<file path="config.mk">
export PLATFORM = sky130hd
export DESIGN_NAME = conv_l0_engine
export DESIGN_NICKNAME = d
export VERILOG_FILES = /design/src/rtl/conv_pkg.sv /design/src/rtl/conv_l0_mac.sv /design/src/rtl/conv_l0_engine.sv
export SDC_FILE = /design/constraint.sdc
export NUM_CORES = 1
export LEC_CHECK = 0
export ABC_AREA = 1
export BUFFER_PORTS_ARGS = -buffer_cell sky130_fd_sc_hd__buf_4
export CAP_MARGIN = 30
export CORE_ASPECT_RATIO = 1.4
export CORE_MARGIN = 4
export CORE_UTILIZATION = 35
export CTS_CLUSTER_SIZE = 8
export DETAILED_ROUTE_END_ITERATION = 8
export GPL_TIMING_DRIVEN = 0
export PLACE_DENSITY = 0.46
export SLEW_MARGIN = 20
export SYNTH_ARGS = -nofsm -noshare
export SYNTH_HDL_FRONTEND = slang
export SYNTH_HIERARCHICAL = 1
export SYNTH_SLANG_ARGS = --single-unit
</file>
<file path="constraint.sdc">
create_clock -name clk -period 9.45 [get_ports clk]
set_input_delay 0.4725 -clock clk [delete_from_list [all_inputs] [get_ports clk]]
set_output_delay 0.4725 -clock clk [all_outputs]
set_load 0.05 [all_outputs]
</file>
<file path="src/rtl/conv_pkg.sv">
// conv_pkg: constants and types shared by the layer-0 convolution slice.
//   - DW/AW/FRAC: data width (signed 4.16), address width, fraction bits
//   - K0..K8: 3x3 kernel in row-major order (K4 is the centre tap)
//   - BIAS: added after scaling, before ReLU
//   - CSEL_*: memory-select codes shared with the pooling stage
package conv_pkg;

    localparam int DW   = 20;
    localparam int AW   = 12;
    localparam int FRAC = 16;

    localparam logic [DW-1:0] K0 = 20'h0A89E;
    localparam logic [DW-1:0] K1 = 20'h092D5;
    localparam logic [DW-1:0] K2 = 20'h06D43;
    localparam logic [DW-1:0] K3 = 20'h01004;
    localparam logic [DW-1:0] K4 = 20'hF8F71;
    localparam logic [DW-1:0] K5 = 20'hF6E54;
    localparam logic [DW-1:0] K6 = 20'hFA6D7;
    localparam logic [DW-1:0] K7 = 20'hFC834;
    localparam logic [DW-1:0] K8 = 20'hFAC19;

    localparam logic [DW-1:0] BIAS = 20'h01310;

    localparam logic [2:0] CSEL_NONE = 3'b000;
    localparam logic [2:0] CSEL_L0   = 3'b001;
    localparam logic [2:0] CSEL_L1   = 3'b011;

    typedef enum logic [2:0] {
        S_IDLE,
        S_FETCH,
        S_DRAIN,
        S_WRITE,
        S_FIN
    } state_e;

    // One layer-0 memory write.
    typedef struct packed {
        logic [AW-1:0] addr;
        logic [DW-1:0] data;
    } wr_req_t;

    function automatic logic [DW-1:0] kernel_coef(input logic [3:0] tap);
        case (tap)
            4'd0:    kernel_coef = K0;
            4'd1:    kernel_coef = K1;
            4'd2:    kernel_coef = K2;
            4'd3:    kernel_coef = K3;
            4'd4:    kernel_coef = K4;
            4'd5:    kernel_coef = K5;
            4'd6:    kernel_coef = K6;
            4'd7:    kernel_coef = K7;
            4'd8:    kernel_coef = K8;
            default: kernel_coef = '0;
        endcase
    endfunction

endpackage

</file>
<file path="src/rtl/conv_l0_mac.sv">
// conv_l0_mac: signed multiply-accumulate for one output pixel plus the
// scale / bias / ReLU post-processing of the accumulated sum.
//   clk, reset   clock, asynchronous active-low reset
//   en           a tap product is valid this cycle (idata belongs to tap)
//   clr          first tap of a pixel: acc restarts from this product
//   zero         padding tap: contributes 0 regardless of idata
//   tap          kernel index 0..8 selecting the coefficient
//   idata        image sample, signed 4.16
//   result       relu(scale(acc) + BIAS), valid once the last tap is in
// Optional: CONV_L0_ROUND_EN adds acc[15] before the bias (round-half-up);
// otherwise the scaled value is a plain truncation.
module conv_l0_mac
    import conv_pkg::*;
#(
    parameter int DW = 20
) (
    input  logic          clk,
    input  logic          reset,
    input  logic          en,
    input  logic          clr,
    input  logic          zero,
    input  logic [3:0]    tap,
    input  logic [DW-1:0] idata,
    output logic [DW-1:0] result
);

    localparam int ACC_W = 2 * DW;

    logic        [DW-1:0]    coef;
    logic signed [ACC_W-1:0] prod;
    logic signed [ACC_W-1:0] acc;
    logic        [DW-1:0]    scaled;
    logic        [DW-1:0]    biased;
    logic                    unused_acc_bits;

    assign coef = kernel_coef(tap);

    // Both operands sign-extended to the accumulator width so the product
    // is a full signed 40-bit result.
    always_comb begin
        prod = '0;
        if (!zero)
            prod = $signed({{DW{idata[DW-1]}}, idata}) * $signed({{DW{coef[DW-1]}}, coef});
    end

    always_ff @(posedge clk or negedge reset) begin
        if (!reset)
            acc <= '0;
        else if (en)
            acc <= (clr ? '0 : acc) + prod;
    end

    // 4.16 x 4.16 gives 8.32; bits [35:16] are the 4.16 result.
    always_comb begin
`ifdef CONV_L0_ROUND_EN
        scaled = acc[FRAC+DW-1:FRAC] + DW'(acc[FRAC-1]);
`else
        scaled = acc[FRAC+DW-1:FRAC];
`endif
        biased = scaled + BIAS;
        result = biased[DW-1] ? '0 : biased;
    end

    assign unused_acc_bits = ^{acc[ACC_W-1:FRAC+DW], acc[FRAC-1:0]};

endmodule

</file>
<file path="src/rtl/conv_l0_engine.sv">
// conv_l0_engine: layer-0 3x3 convolution over a 64x64 image with zero
// padding, bias and ReLU; results go to layer-0 memory for the max-pool.
//   clk, reset        clock, asynchronous active-low reset
//   start             one-cycle pulse, accepted only when idle
//   busy              high for the whole pass, drops with done
//   done              one-cycle pulse after the last write
//   iaddr / idata     image ROM port, data returns one cycle after address
//   cwr, caddr_wr,    layer-0 write strobe, {row,col} address, data
//   cdata_wr
//   csel              CSEL_L0 during a write, else 0
// Each pixel takes 11 cycles: 9 FETCH (one tap per cycle), 1 DRAIN for the
// last product to land in the accumulator, 1 WRITE.
// Build option CONV_L0_ROUND_EN (handled in conv_l0_mac) selects rounding.
module conv_l0_engine #(
    parameter int IMG_LOG2 = 6,
    parameter int DW       = 20,
    parameter int AW       = 2 * IMG_LOG2
) (
    input  logic          clk,
    input  logic          reset,
    input  logic          start,
    output logic          busy,
    output logic          done,
    output logic [AW-1:0] iaddr,
    input  logic [DW-1:0] idata,
    output logic          cwr,
    output logic [AW-1:0] caddr_wr,
    output logic [DW-1:0] cdata_wr,
    output logic [2:0]    csel
);
    import conv_pkg::*;

    // One extra bit lets row-1 / row+1 be seen as out of range (-1 or 64).
    localparam int IW = IMG_LOG2 + 1;

    state_e              state, nxt;
    logic [3:0]          tap_cnt;
    logic [IMG_LOG2-1:0] row, col;
    logic [1:0]          tr, tc;
    logic [IW-1:0]       r_ext, c_ext;
    logic                tap_oob;
    logic                last_pix;
    logic                fetch_d;
    logic [3:0]          tap_d;
    logic                oob_d;
    logic [DW-1:0]       mac_res;
    wr_req_t             wr;

    // Kernel position of the current tap, 0..2 in each direction.
    always_comb begin
        tr = 2'd0;
        tc = 2'd0;
        case (tap_cnt)
            4'd0: begin tr = 2'd0; tc = 2'd0; end
            4'd1: begin tr = 2'd0; tc = 2'd1; end
            4'd2: begin tr = 2'd0; tc = 2'd2; end
            4'd3: begin tr = 2'd1; tc = 2'd0; end
            4'd4: begin tr = 2'd1; tc = 2'd1; end
            4'd5: begin tr = 2'd1; tc = 2'd2; end
            4'd6: begin tr = 2'd2; tc = 2'd0; end
            4'd7: begin tr = 2'd2; tc = 2'd1; end
            4'd8: begin tr = 2'd2; tc = 2'd2; end
            default: begin tr = 2'd0; tc = 2'd0; end
        endcase
    end

    // Wraps to all-ones for -1 and sets the MSB for 64; either way the MSB
    // flags a padding tap, and the low bits still form a legal address.
    assign r_ext    = {1'b0, row} + IW'(tr) - IW'(1);
    assign c_ext    = {1'b0, col} + IW'(tc) - IW'(1);
    assign tap_oob  = r_ext[IW-1] | c_ext[IW-1];
    assign last_pix = (&row) & (&col);

    always_ff @(posedge clk or negedge reset) begin
        if (!reset) begin
            state   <= S_IDLE;
            tap_cnt <= '0;
            row     <= '0;
            col     <= '0;
            fetch_d <= 1'b0;
            tap_d   <= '0;
            oob_d   <= 1'b0;
        end else begin
            state   <= nxt;
            // Tap bookkeeping delayed to line up with the ROM read latency.
            fetch_d <= (state == S_FETCH);
            tap_d   <= tap_cnt;
            oob_d   <= tap_oob;
            case (state)
                S_IDLE: begin
                    tap_cnt <= '0;
                    row     <= '0;
                    col     <= '0;
                end
                S_FETCH: tap_cnt <= (tap_cnt == 4'd8) ? '0 : tap_cnt + 4'd1;
                S_WRITE: begin
                    col <= col + IMG_LOG2'(1);
                    if (&col)
                        row <= row + IMG_LOG2'(1);
                end
                default: ;
            endcase
        end
    end

    always_comb begin
        nxt = state;
        case (state)
            S_IDLE:  if (start) nxt = S_FETCH;
            S_FETCH: if (tap_cnt == 4'd8) nxt = S_DRAIN;
            S_DRAIN: nxt = S_WRITE;
            S_WRITE: nxt = last_pix ? S_FIN : S_FETCH;
            S_FIN:   nxt = S_IDLE;
            default: nxt = S_IDLE;
        endcase
    end

    conv_l0_mac #(.DW(DW)) u_mac (
        .clk    (clk),
        .reset  (reset),
        .en     (fetch_d),
        .clr    (tap_d == 4'd0),
        .zero   (oob_d),
        .tap    (tap_d),
        .idata  (idata),
        .result (mac_res)
    );

    // Outputs decode straight from state so a reset forces them to zero at
    // once, without waiting for a clock edge.
    always_comb begin
        wr       = '0;
        cwr      = (state == S_WRITE);
        if (cwr) begin
            wr.addr = {row, col};
            wr.data = mac_res;
        end
        caddr_wr = wr.addr;
        cdata_wr = wr.data;
        csel     = cwr ? CSEL_L0 : CSEL_NONE;
        busy     = (state == S_FETCH) || (state == S_DRAIN) || (state == S_WRITE);
        done     = (state == S_FIN);
        iaddr    = (state == S_FETCH) ? {r_ext[IMG_LOG2-1:0], c_ext[IMG_LOG2-1:0]} : '0;
    end

endmodule

</file>
### Word-level counts from Yosys, hierarchy flattened

Memories as Yosys holds them, arrays and structs flattened.
Cells that the tools add are included.

* add/subtract/negate cells: 9
* multiply operators: 1
* eq/ne operators: 8
* multiplexer cells: 15
* bitwise operators: 2
* reductions and logical operators: 10

Operators by type and width (number)
* $mux 40: 2
* $add 40x40->40: 1
* $mul 20x20->40: 1
* $mux 32: 1
* $pmux 6 s2: 2
* $add 20x13->20 const B: 1
* $mux 19: 1
* $add 6x2->7: 2
* $sub 7x1->7 const B: 2
* $add 6x1->6 const B: 2
* $mux 12: 1
* $pmux 3 s4: 1
* $reduce_and 6->1: 2
* $mux 3: 3
* $pmux 4 s2: 1
* $eq 3x2->1 const B: 2
* $mux 6: 1
* $add 4x1->4 const B: 1
* $eq 4x4->1 const B: 1
* $logic_not 4->1: 1
* $mux 4: 1
* $ne 2x1->1 const B: 2
* $reduce_and 2->1: 2
* $reduce_bool 2->1: 2
* 8 further kinds: 9

* bits in registers: 65
* ROM bits: 384
* bits of input ports: 23
* output and inout bits: 50
* logic and storage cells: 55
* memories: 2

Memories
* (name not given): depth 16, bits a word 20, rd ports 1, clocked after Yosys merged registers in 0, write ports 0, line conv_pkg.sv:43 `case (tap)`
* (name not given): depth 16, bits a word 4, rd ports 1, clocked after Yosys merged registers in 0, write ports 0, line conv_l0_engine.sv:53 `case (tap_cnt)`

### Longest topological paths before layout

Gate-level depths: netlist (run 1).

* depth in word-level cells: 4
* depth in mapped cells: 46
* gate-level depth less buffers: 46

### By module

Netlist (run 1), hierarchy kept.

Modules (own cells, without submodules)
* conv_l0_mac: times used 1, cells an instance 2491, area an instance 18484.0 um2, seq. area each 900.9 um2
* conv_l0_engine: times used 1, cells an instance 299, area an instance 2122.0 um2, seq. area each 625.6 um2

### Worst setup path after synthesis (run 1)

No wires, ideal clock.

* path kind: flip-flop to flip-flop
* start point: register tap_d[0]
* end point: register u_mac.acc[34]
* library setup time: 0.131 ns
* arrival: 8.090 ns
* required time: 9.319 ns
* path slack: 1.229 ns
* stages on the path, launching flop included: 42
* buffers on the path: 1
* period minus slack after synthesis: 8.221 ns
* path through: dfrtp_1 inv_1 ha_1 nand2_1 nand2_1 inv_1 nor3_2 clkbuf_1 nand2_1 fa_1 inv_1 fa_1 inv_1 fa_1 inv_1 fa_1 fa_1 fa_1 [... 6 more ...] a21oi_1 nand2_1 a21oi_1 o21bai_1 a21oi_1 nand2_1 nand2_1 nor2_1 ha_1 nand2_1 inv_1 a21oi_1 o221ai_1 nor2_1 nand3_1 or2_2 nand3_1 o21ai_0

* longest elaborated chain between the ends: 4
* elaborated cells on any way between the ends: 6
* those cells by class: add/sub (1); mul (1); mux (2); reduce/logical (1); memory (1)

RTL lines
* from (decl): line conv_l0_engine.sv:44 `logic [3:0] tap_d;`
* from (signal assigned): line conv_l0_engine.sv:87 `tap_d <= tap_cnt;`
* $mem_v2 16x20
* $mul 20x20->40: line conv_l0_mac.sv:43 `prod = $signed({{DW{idata[DW-1]}}, idata}) * $signed({{DW{coef[DW-1]}}, coef});`
* $mux 40: line conv_l0_mac.sv:42 `if (!zero)`
* $add 40x40->40 (*): line conv_l0_mac.sv:50 `acc <= (clr ? '0 : acc) + prod;`
* to (signal assigned): line conv_l0_mac.sv:50
* to (decl): line conv_l0_mac.sv:31 `logic signed [ACC_W-1:0] acc;`

Mark *: on every way between the ends. The rest lies on a longest branch, timed or not.
A chain may end at the register's enable or synchronous reset.

### Worst setup path in the final report (run 1)

Same ends and word-level chain as after synthesis.

==> results of run 1 <==
-- cell type report --
class,count,area (sq um),share of cell area
tap,749,937.1,0.04120
clock buffer,9,225.2,0.009902
clock inverter,7,80.08,0.003521
buffer,74,372.9,0.01639
inverter,691,2611,0.1148
multi-input combinational,1963,16460,0.7237
timing repair buffer,70,529.3,0.02327
sequential,61,1529,0.06722
-- timing repair --
item | CTS | global route
setup endpoints to repair | 21 | 17
buffers inserted | 2 | 7
pin swaps | 1 | 3
resized for setup | 57 | 80
endpoints found under the hold margin | 0 | 0
hold buffers | 0 | 0
-- kinds of logic (layout without fill, tap and decap cells) --
family / Yosys count / count (layout) / synth area share
adder cells (fa/ha/maj): 553 / 553 / 0.4746
AO/OA/AOI/OAI: 281 / 281 / 0.07633
other: 2 / 3 / 0.0003645
AND/OR/NAND/NOR: 1090 / 1090 / 0.2159
XOR/XNOR: 36 / 36 / 0.01621
buffers and inverters: 767 / 851 / 0.1425
flip-flops: 61 / 61 / 0.07408
-- layer usage --
| metal | GRT usage | vias up |
|---|---|---|
| met1 | 0.2570 | 8711 |
| met5 | 0 | - |
| met2 | 0.4159 | 336 |
| met4 | 0.06146 | 0 |
| li1 | - | 8424 |
| met3 | 0.01040 | 87 |
-- state kept, by name (all words and copies together), names as in the netlist --
signal,count
u_mac/acc,36
col,6
row,6
tap_cnt,4
tap_d,4
state,3
fetch_d,1
oob_d,1
-- worst max path at each step --
stage               slack, ns  cells after the start                         to          startpoint
floorplan                1.23                     41  u_mac/acc[34]$_DFFE_PN0P_  tap_d[0]$_DFF_PN0_
global placement        -1.27                     41  u_mac/acc[30]$_DFFE_PN0P_  tap_d[0]$_DFF_PN0_
detailed placement      -1.17                     39  u_mac/acc[33]$_DFFE_PN0P_  tap_d[0]$_DFF_PN0_
CTS                     0.009                     33  u_mac/acc[34]$_DFFE_PN0P_  tap_d[3]$_DFF_PN0_
global route            -0.04                     38  u_mac/acc[33]$_DFFE_PN0P_  tap_d[1]$_DFF_PN0_
finish                   0.36                     41  u_mac/acc[34]$_DFFE_PN0P_  tap_d[0]$_DFF_PN0_
-- cell usage after synthesis (4+ instances only) --
cell type | number | share of area
sky130_fd_sc_hd__a21o_1 | 9 | 0.0033
sky130_fd_sc_hd__inv_1 | 676 | 0.12
sky130_fd_sc_hd__a21boi_0 | 6 | 0.0022
sky130_fd_sc_hd__ha_1 | 172 | 0.10
sky130_fd_sc_hd__o21ai_1 | 9 | 0.0022
sky130_fd_sc_hd__or2_2 | 14 | 0.0043
sky130_fd_sc_hd__nand4_1 | 12 | 0.0036
sky130_fd_sc_hd__o21ai_0 | 96 | 0.023
sky130_fd_sc_hd__nor3_1 | 20 | 0.0049
sky130_fd_sc_hd__o21a_1 | 5 | 0.0018
sky130_fd_sc_hd__dfrtp_1 | 61 | 0.074
sky130_fd_sc_hd__xnor2_1 | 16 | 0.0068
sky130_fd_sc_hd__xor2_1 | 19 | 0.0081
sky130_fd_sc_hd__nand3_1 | 81 | 0.020
sky130_fd_sc_hd__o22ai_1 | 4 | 0.0012
sky130_fd_sc_hd__a31oi_1 | 10 | 0.0030
sky130_fd_sc_hd__a21oi_1 | 111 | 0.027
sky130_fd_sc_hd__o21bai_1 | 18 | 0.0066
sky130_fd_sc_hd__buf_6 | 5 | 0.0027
sky130_fd_sc_hd__nand2_1 | 450 | 0.082
sky130_fd_sc_hd__buf_4 | 4 | 0.0015
sky130_fd_sc_hd__nor2_1 | 477 | 0.087
sky130_fd_sc_hd__clkbuf_1 | 62 | 0.011
sky130_fd_sc_hd__clkinv_1 | 8 | 0.0015
sky130_fd_sc_hd__nor2_2 | 11 | 0.0033
sky130_fd_sc_hd__inv_2 | 6 | 0.0011
sky130_fd_sc_hd__fa_1 | 381 | 0.37
-- stage by stage --
stage	util	area (sq um)	cells
after detailed placement	0.3765	22010	3601
after CTS	0.3844	22470	3617
after floorplan	-	20610	2791
after global routing	0.3890	22740	3624
after global placement	0.3761	21990	3599
final	0.3890	22740	3624
-- critical path: cells and delay by family (launching register included) --
family / cells / cell delay [ns]
flip-flops: 1 / 0.47
AND/OR/NAND/NOR: 11 / 1.46
adder cells (fa/ha/maj): 10 / 4.46
buffers and inverters: 10 / 0.98
AO/OA/AOI/OAI: 10 / 1.57
==> impl_metrics.prom, run 1 <==
# TYPE chip_impl_metric gauge
chip_impl_info{name="outcome",value="completed"} 1
chip_impl_metric{name="post-route-drc-count",unit=""} 0
chip_impl_info{name="hp-class",value="in -> async"} 1
chip_impl_metric{name="design.die.area",unit="sq um"} 62880
chip_impl_metric{name="grt_max_degree",unit=""} 62
chip_impl_metric{name="synth_cells",unit=""} 2790
chip_impl_metric{name="fin_tns_setup",unit="ns"} 0
chip_impl_metric{name="fin_worst_skew",unit="ns"} 0.01107
chip_impl_metric{name="arrival",unit="ns"} 9.30
chip_impl_info{name="final_common_cell",value="sky130_fd_sc_hd__inv_1"} 1
chip_impl_metric{name="place_worst_setup_slack",unit="ns"} -1.171
chip_impl_info{name="top_layer",value="met4"} 1
chip_impl_metric{name="met2_length",unit="um"} 35750
chip_impl_metric{name="timing.final.hold_violations",unit=""} 0
chip_impl_metric{name="insertion_delay",unit="ns"} 0.36
chip_impl_info{name="slowest_stage",value="sky130_fd_sc_hd__fa_1"} 1
chip_impl_metric{name="min_period_over_period",unit=""} 0.9618
chip_impl_metric{name="cts.htree.levels",unit=""} 3
chip_impl_metric{name="n_antenna_cell",unit=""} 0
chip_impl_metric{name="dp_hpwl",unit="um"} 57580
chip_impl_metric{name="globalRouteOverflowTotal",unit=""} 0
chip_impl_metric{name="critical-path-max-stage-delay",unit="ns"} 0.55
chip_impl_metric{name="worst-path-max-fanout",unit=""} 10
chip_impl_info{name="most_used_flip_flop_cell_after_synthesis",value="sky130_fd_sc_hd__dfrtp_1"} 1
chip_impl_metric{name="timing.fmax",unit="GHz"} 0.1100
chip_impl_metric{name="final.setup.worst_slack",unit="ns"} 0.3606
chip_impl_metric{name="num-fill-cells",unit=""} 6280
chip_impl_metric{name="synth.yosys.warnings",unit=""} 6
chip_impl_metric{name="wirelength",unit="um"} 65950
chip_impl_metric{name="post_route_cells_drive_above_1_share",unit=""} 0.08417
chip_impl_metric{name="timing_worst_slew_pin_value",unit="ns"} 0.8812
chip_impl_metric{name="wirelength_met1",unit="um"} 26480
chip_impl_metric{name="slew_headroom",unit=""} 0.4104
chip_impl_metric{name="initial_utilization",unit=""} 0.3525
chip_impl_metric{name="required",unit="ns"} 9.67
chip_impl_metric{name="setup.reg_to_reg.worst_slack",unit="ns"} 0.36
chip_impl_metric{name="routedWlPerCell",unit="um"} 18.20
chip_impl_metric{name="die_width",unit="um"} 213.1
chip_impl_metric{name="grt_first_pass_wirelength",unit="um"} 105000
chip_impl_info{name="worst_setup_path_start_kind",value="flop"} 1
chip_impl_metric{name="grt_usage",unit=""} 0.2155
chip_impl_metric{name="vias_per_cell",unit=""} 4.845
chip_impl_metric{name="place_congestion",unit=""} 0.9160
chip_impl_info{name="critical_path.endpoint_type",value="flop"} 1
chip_impl_info{name="ctsRootBufferMaster",value="sky130_fd_sc_hd__clkbuf_16"} 1
chip_impl_metric{name="synth-async-reset-ratio",unit=""} 1.000
chip_impl_info{name="mostFrequentLayoutCells",value="sky130_fd_sc_hd__inv_1, sky130_fd_sc_hd__nor2_1, sky130_fd_sc_hd__nand2_1"} 1
chip_impl_metric{name="slew_violations",unit=""} 0
chip_impl_metric{name="ys_types",unit=""} 54
chip_impl_metric{name="die_height",unit="um"} 295.1
chip_impl_metric{name="drt_iter0_drc",unit=""} 804
chip_impl_metric{name="detailroute.wirelength.met3",unit="um"} 1605
chip_impl_metric{name="first_global_vias",unit=""} 18820
chip_impl_info{name="clock_tree_from_tritoncts",value="yes"} 1
chip_impl_metric{name="cts.sink_count",unit=""} 61
chip_impl_info{name="critical_path.reg2reg.startpoint",value="tap_d[0]$_DFF_PN0_"} 1
chip_impl_metric{name="yosysSeqAreaShare",unit=""} 0.07408
chip_impl_metric{name="design.final.nets",unit=""} 3446
chip_impl_metric{name="finalSetupViolCount",unit=""} 0
chip_impl_metric{name="final_period_minus_worst_setup_slack",unit="ns"} 9.089
chip_impl_info{name="worstReg2RegEnd",value="u_mac/acc[34]$_DFFE_PN0P_"} 1
chip_impl_metric{name="vias",unit=""} 17558
chip_impl_metric{name="core_area",unit="sq um"} 58460
chip_impl_metric{name="final_antenna_net_count",unit=""} 0
chip_impl_metric{name="rows",unit=""} 105
chip_impl_metric{name="buffer_ports.inserted",unit=""} 59
chip_impl_metric{name="clockBufferDepth",unit=""} 2
chip_impl_metric{name="fin_hold_ws",unit="ns"} 0.2222
chip_impl_metric{name="drv_cap",unit=""} 0
chip_impl_metric{name="syn2layout_area_growth",unit="%"} 10.38
chip_impl_metric{name="numCtsBuffers",unit=""} 9
chip_impl_metric{name="synth-edff-count",unit=""} 0
chip_impl_metric{name="synth_seq_cells",unit=""} 61
chip_impl_metric{name="worst_r2r_path_depth",unit=""} 41
chip_impl_metric{name="antenna_found_initial",unit=""} 0
chip_impl_metric{name="clkTransAtPathRegs",unit="ns"} 0.06
chip_impl_metric{name="synthesis.area",unit="sq um"} 20610
chip_impl_info{name="timing_worst_setup_path_type",value="reg -> reg"} 1
chip_impl_metric{name="synthesis.area_per_instance",unit="sq um"} 7.386
chip_impl_info{name="rsz0062_at_grt",value="true"} 1
chip_impl_metric{name="firstDrtPassIters",unit=""} 6
chip_impl_metric{name="design.portCount",unit=""} 73
Power of run 1 is not shown: default switching activity piles up to over one toggle a cycle in this logic, so the estimate is an artifact.
==> inputs of run 2 (changes only) <==
--- a/config.mk
+++ b/config.mk
@@ -8,7 +8,7 @@
 export ABC_AREA = 1
 export BUFFER_PORTS_ARGS = -buffer_cell sky130_fd_sc_hd__buf_4
 export CAP_MARGIN = 30
-export CORE_ASPECT_RATIO = 1.4
+export CORE_ASPECT_RATIO = 0.7
 export CORE_MARGIN = 4
 export CORE_UTILIZATION = 35
 export CTS_CLUSTER_SIZE = 8
==> impl_metrics.prom, run 2 (synthesis results as in run 1) <==
# TYPE chip_impl_metric gauge
chip_impl_metric{name="numCtsBuffers",unit=""} 9
chip_impl_metric{name="design.portCount",unit=""} 73
chip_impl_metric{name="largest_register_ffs",unit=""} 36
chip_impl_metric{name="routedWlPerCell",unit="um"} 17.87
chip_impl_metric{name="wirelength_met1",unit="um"} 33860
chip_impl_metric{name="timing_worst_slew_pin_value",unit="ns"} 0.9612
chip_impl_metric{name="met2_length",unit="um"} 27360
chip_impl_metric{name="dpl-instance-area",unit="sq um"} 22040
chip_impl_metric{name="grt_usage",unit=""} 0.2116
chip_impl_metric{name="num-fill-cells",unit=""} 6200
chip_impl_metric{name="syn2layout_area_growth",unit="%"} 11.09
chip_impl_info{name="ctsRootBufferMaster",value="sky130_fd_sc_hd__clkbuf_16"} 1
chip_impl_metric{name="drv_cap",unit=""} 0
chip_impl_metric{name="design.final.nets",unit=""} 3457
chip_impl_info{name="timing_worst_setup_path_type",value="reg -> reg"} 1
chip_impl_metric{name="globalRouteOverflowTotal",unit=""} 0
chip_impl_metric{name="design.die.area",unit="sq um"} 62880
chip_impl_metric{name="antenna_found_initial",unit=""} 0
chip_impl_metric{name="die_height",unit="um"} 211.0
chip_impl_metric{name="core_area",unit="sq um"} 58330
chip_impl_metric{name="post-route-drc-count",unit=""} 0
chip_impl_metric{name="min_period_over_period",unit=""} 0.9660
chip_impl_info{name="final_common_cell",value="sky130_fd_sc_hd__inv_1"} 1
chip_impl_metric{name="die_width",unit="um"} 298.0
chip_impl_info{name="mostFrequentLayoutCells",value="sky130_fd_sc_hd__inv_1, sky130_fd_sc_hd__nor2_1, sky130_fd_sc_hd__nand2_1"} 1
chip_impl_metric{name="place_worst_setup_slack",unit="ns"} -1.332
chip_impl_info{name="setup.worst_path.start",value="tap_d[0]$_DFF_PN0_"} 1
chip_impl_info{name="critPathMostFrequentCell",value="sky130_fd_sc_hd__fa_1"} 1
chip_impl_info{name="outcome",value="completed"} 1
chip_impl_metric{name="rows",unit=""} 74
chip_impl_metric{name="buffer_ports.inserted",unit=""} 59
chip_impl_info{name="clock_tree_from_tritoncts",value="yes"} 1
chip_impl_info{name="slowest_stage",value="sky130_fd_sc_hd__fa_1"} 1
chip_impl_metric{name="fin_hold_ws",unit="ns"} 0.4424
chip_impl_info{name="worst_setup_path_start_kind",value="flop"} 1
chip_impl_metric{name="place_congestion",unit=""} 0.9078
chip_impl_metric{name="slew_violations",unit=""} 0
chip_impl_metric{name="dp_hpwl",unit="um"} 56140
chip_impl_metric{name="grt_max_degree",unit=""} 62
chip_impl_metric{name="fin_worst_skew",unit="ns"} 0.01234
chip_impl_metric{name="clockBufferDepth",unit=""} 2
chip_impl_metric{name="n_antenna_cell",unit=""} 0
chip_impl_metric{name="slew_headroom",unit=""} 0.3592
chip_impl_metric{name="firstDrtPassIters",unit=""} 5
chip_impl_info{name="top_layer",value="met4"} 1
chip_impl_metric{name="timing.final.hold_violations",unit=""} 0
chip_impl_info{name="min_from",value="tap_cnt[3]$_DFFE_PN0P_"} 1
chip_impl_metric{name="clkTransAtPathRegs",unit="ns"} 0.06
chip_impl_metric{name="vias_per_cell",unit=""} 4.860
chip_impl_metric{name="timing.fmax",unit="GHz"} 0.1095
chip_impl_metric{name="worst-path-max-fanout",unit=""} 10
chip_impl_metric{name="insertion_delay",unit="ns"} 0.35
chip_impl_metric{name="final.setup.worst_slack",unit="ns"} 0.3217
chip_impl_info{name="hp-class",value="reg -> reg"} 1
chip_impl_metric{name="vias",unit=""} 17718
chip_impl_metric{name="final_antenna_net_count",unit=""} 0
chip_impl_info{name="critical_path.endpoint_type",value="flop"} 1
chip_impl_metric{name="critical-path-max-stage-delay",unit="ns"} 0.58
chip_impl_metric{name="final_core_util",unit=""} 0.3924
chip_impl_metric{name="drt_iter0_drc",unit=""} 1262
chip_impl_metric{name="grt_first_pass_wirelength",unit="um"} 103100
chip_impl_metric{name="arrival",unit="ns"} 9.33
chip_impl_metric{name="cts.htree.levels",unit=""} 3
chip_impl_metric{name="final_period_minus_worst_setup_slack",unit="ns"} 9.128
chip_impl_metric{name="required",unit="ns"} 9.66
chip_impl_metric{name="finalSetupViolCount",unit=""} 0
chip_impl_info{name="critical_path.reg2reg.startpoint",value="tap_d[0]$_DFF_PN0_"} 1
chip_impl_metric{name="postLayoutCellArea",unit="sq um"} 22890
chip_impl_metric{name="detailroute.wirelength.met3",unit="um"} 3584
chip_impl_metric{name="initial_utilization",unit=""} 0.3533
chip_impl_metric{name="cts.sink_count",unit=""} 61
chip_impl_metric{name="first_global_vias",unit=""} 17821
chip_impl_metric{name="post_route_cells_drive_above_1_share",unit=""} 0.08628
chip_impl_info{name="largest_register",value="u_mac/acc"} 1
chip_impl_metric{name="wirelength",unit="um"} 65150
chip_impl_info{name="registers_with_the_highest_flip_flop_counts",value="u_mac/acc: 36 flops, col: 6 flops, row: 6 flops"} 1
==> run 2: worst max-delay path: cells and delay by family, from the launching register on <==
family / cells / cell delay (ns)
flip-flops: 1 / 0.48
AND/OR/NAND/NOR: 11 / 1.74
AO/OA/AOI/OAI: 7 / 1.39
XOR/XNOR: 1 / 0.16
adder cells (fa/ha/maj): 10 / 4.41
buffers and inverters: 7 / 0.77
==> run 2: layer usage <==
layer | GRT usage | up-vias
met4 | 0.01546 | 0
li1 | - | 8447
met3 | 0.02918 | 27
met2 | 0.3162 | 392
met5 | 0 | -
met1 | 0.3379 | 8852
==> run 2: worst paths after layout <==
path                       slack (ns)                         to  cells after the start
max                              0.32  u_mac/acc[34]$_DFFE_PN0P_                     36
min                              0.44         tap_d[3]$_DFF_PN0_                      0
max reg2reg                      0.32  u_mac/acc[34]$_DFFE_PN0P_                     36
min reg2reg                      0.44         tap_d[3]$_DFF_PN0_                      0
max in group asynchronous        8.36         tap_d[3]$_DFF_PN0_                      3
min in group asynchronous        0.53  u_mac/acc[11]$_DFFE_PN0P_                      2
==> run 2: what timing repair did <==
item / 4_1_cts / 5_1_grt
resized for setup: 40 / 107
setup endpoints to repair: 19 / 20
endpoints found under the hold margin: 0 / 13
pin swaps: 2 / 8
buffers inserted: 3 / 14
hold buffers: 0 / 1
==> run 2: through the flow <==
stage          cells  setup TNS, ns
4_1_cts         3631              0
6_report        3646              0
3_5_place_dp    3613         -15.73
2_1_floorplan   2791              0
3_3_place_gp    3610         -17.17
5_1_grt         3646       -0.06526
==> run 2: final cells by class <==
class                           count  area (sq um)  area share
Buffer                             74         377.9     0.01651
Clock buffer                       10         229.0     0.01000
Clock inverter                      6         71.32    0.003116
Inverter                          691          2621      0.1145
Multi-Input combinational cell   1963         16480      0.7199
Sequential cell                    61          1530     0.06685
Tap cell                          760         950.9     0.04154
Timing Repair Buffer               81         631.9     0.02760
Power of run 2 is left out for the same reason.
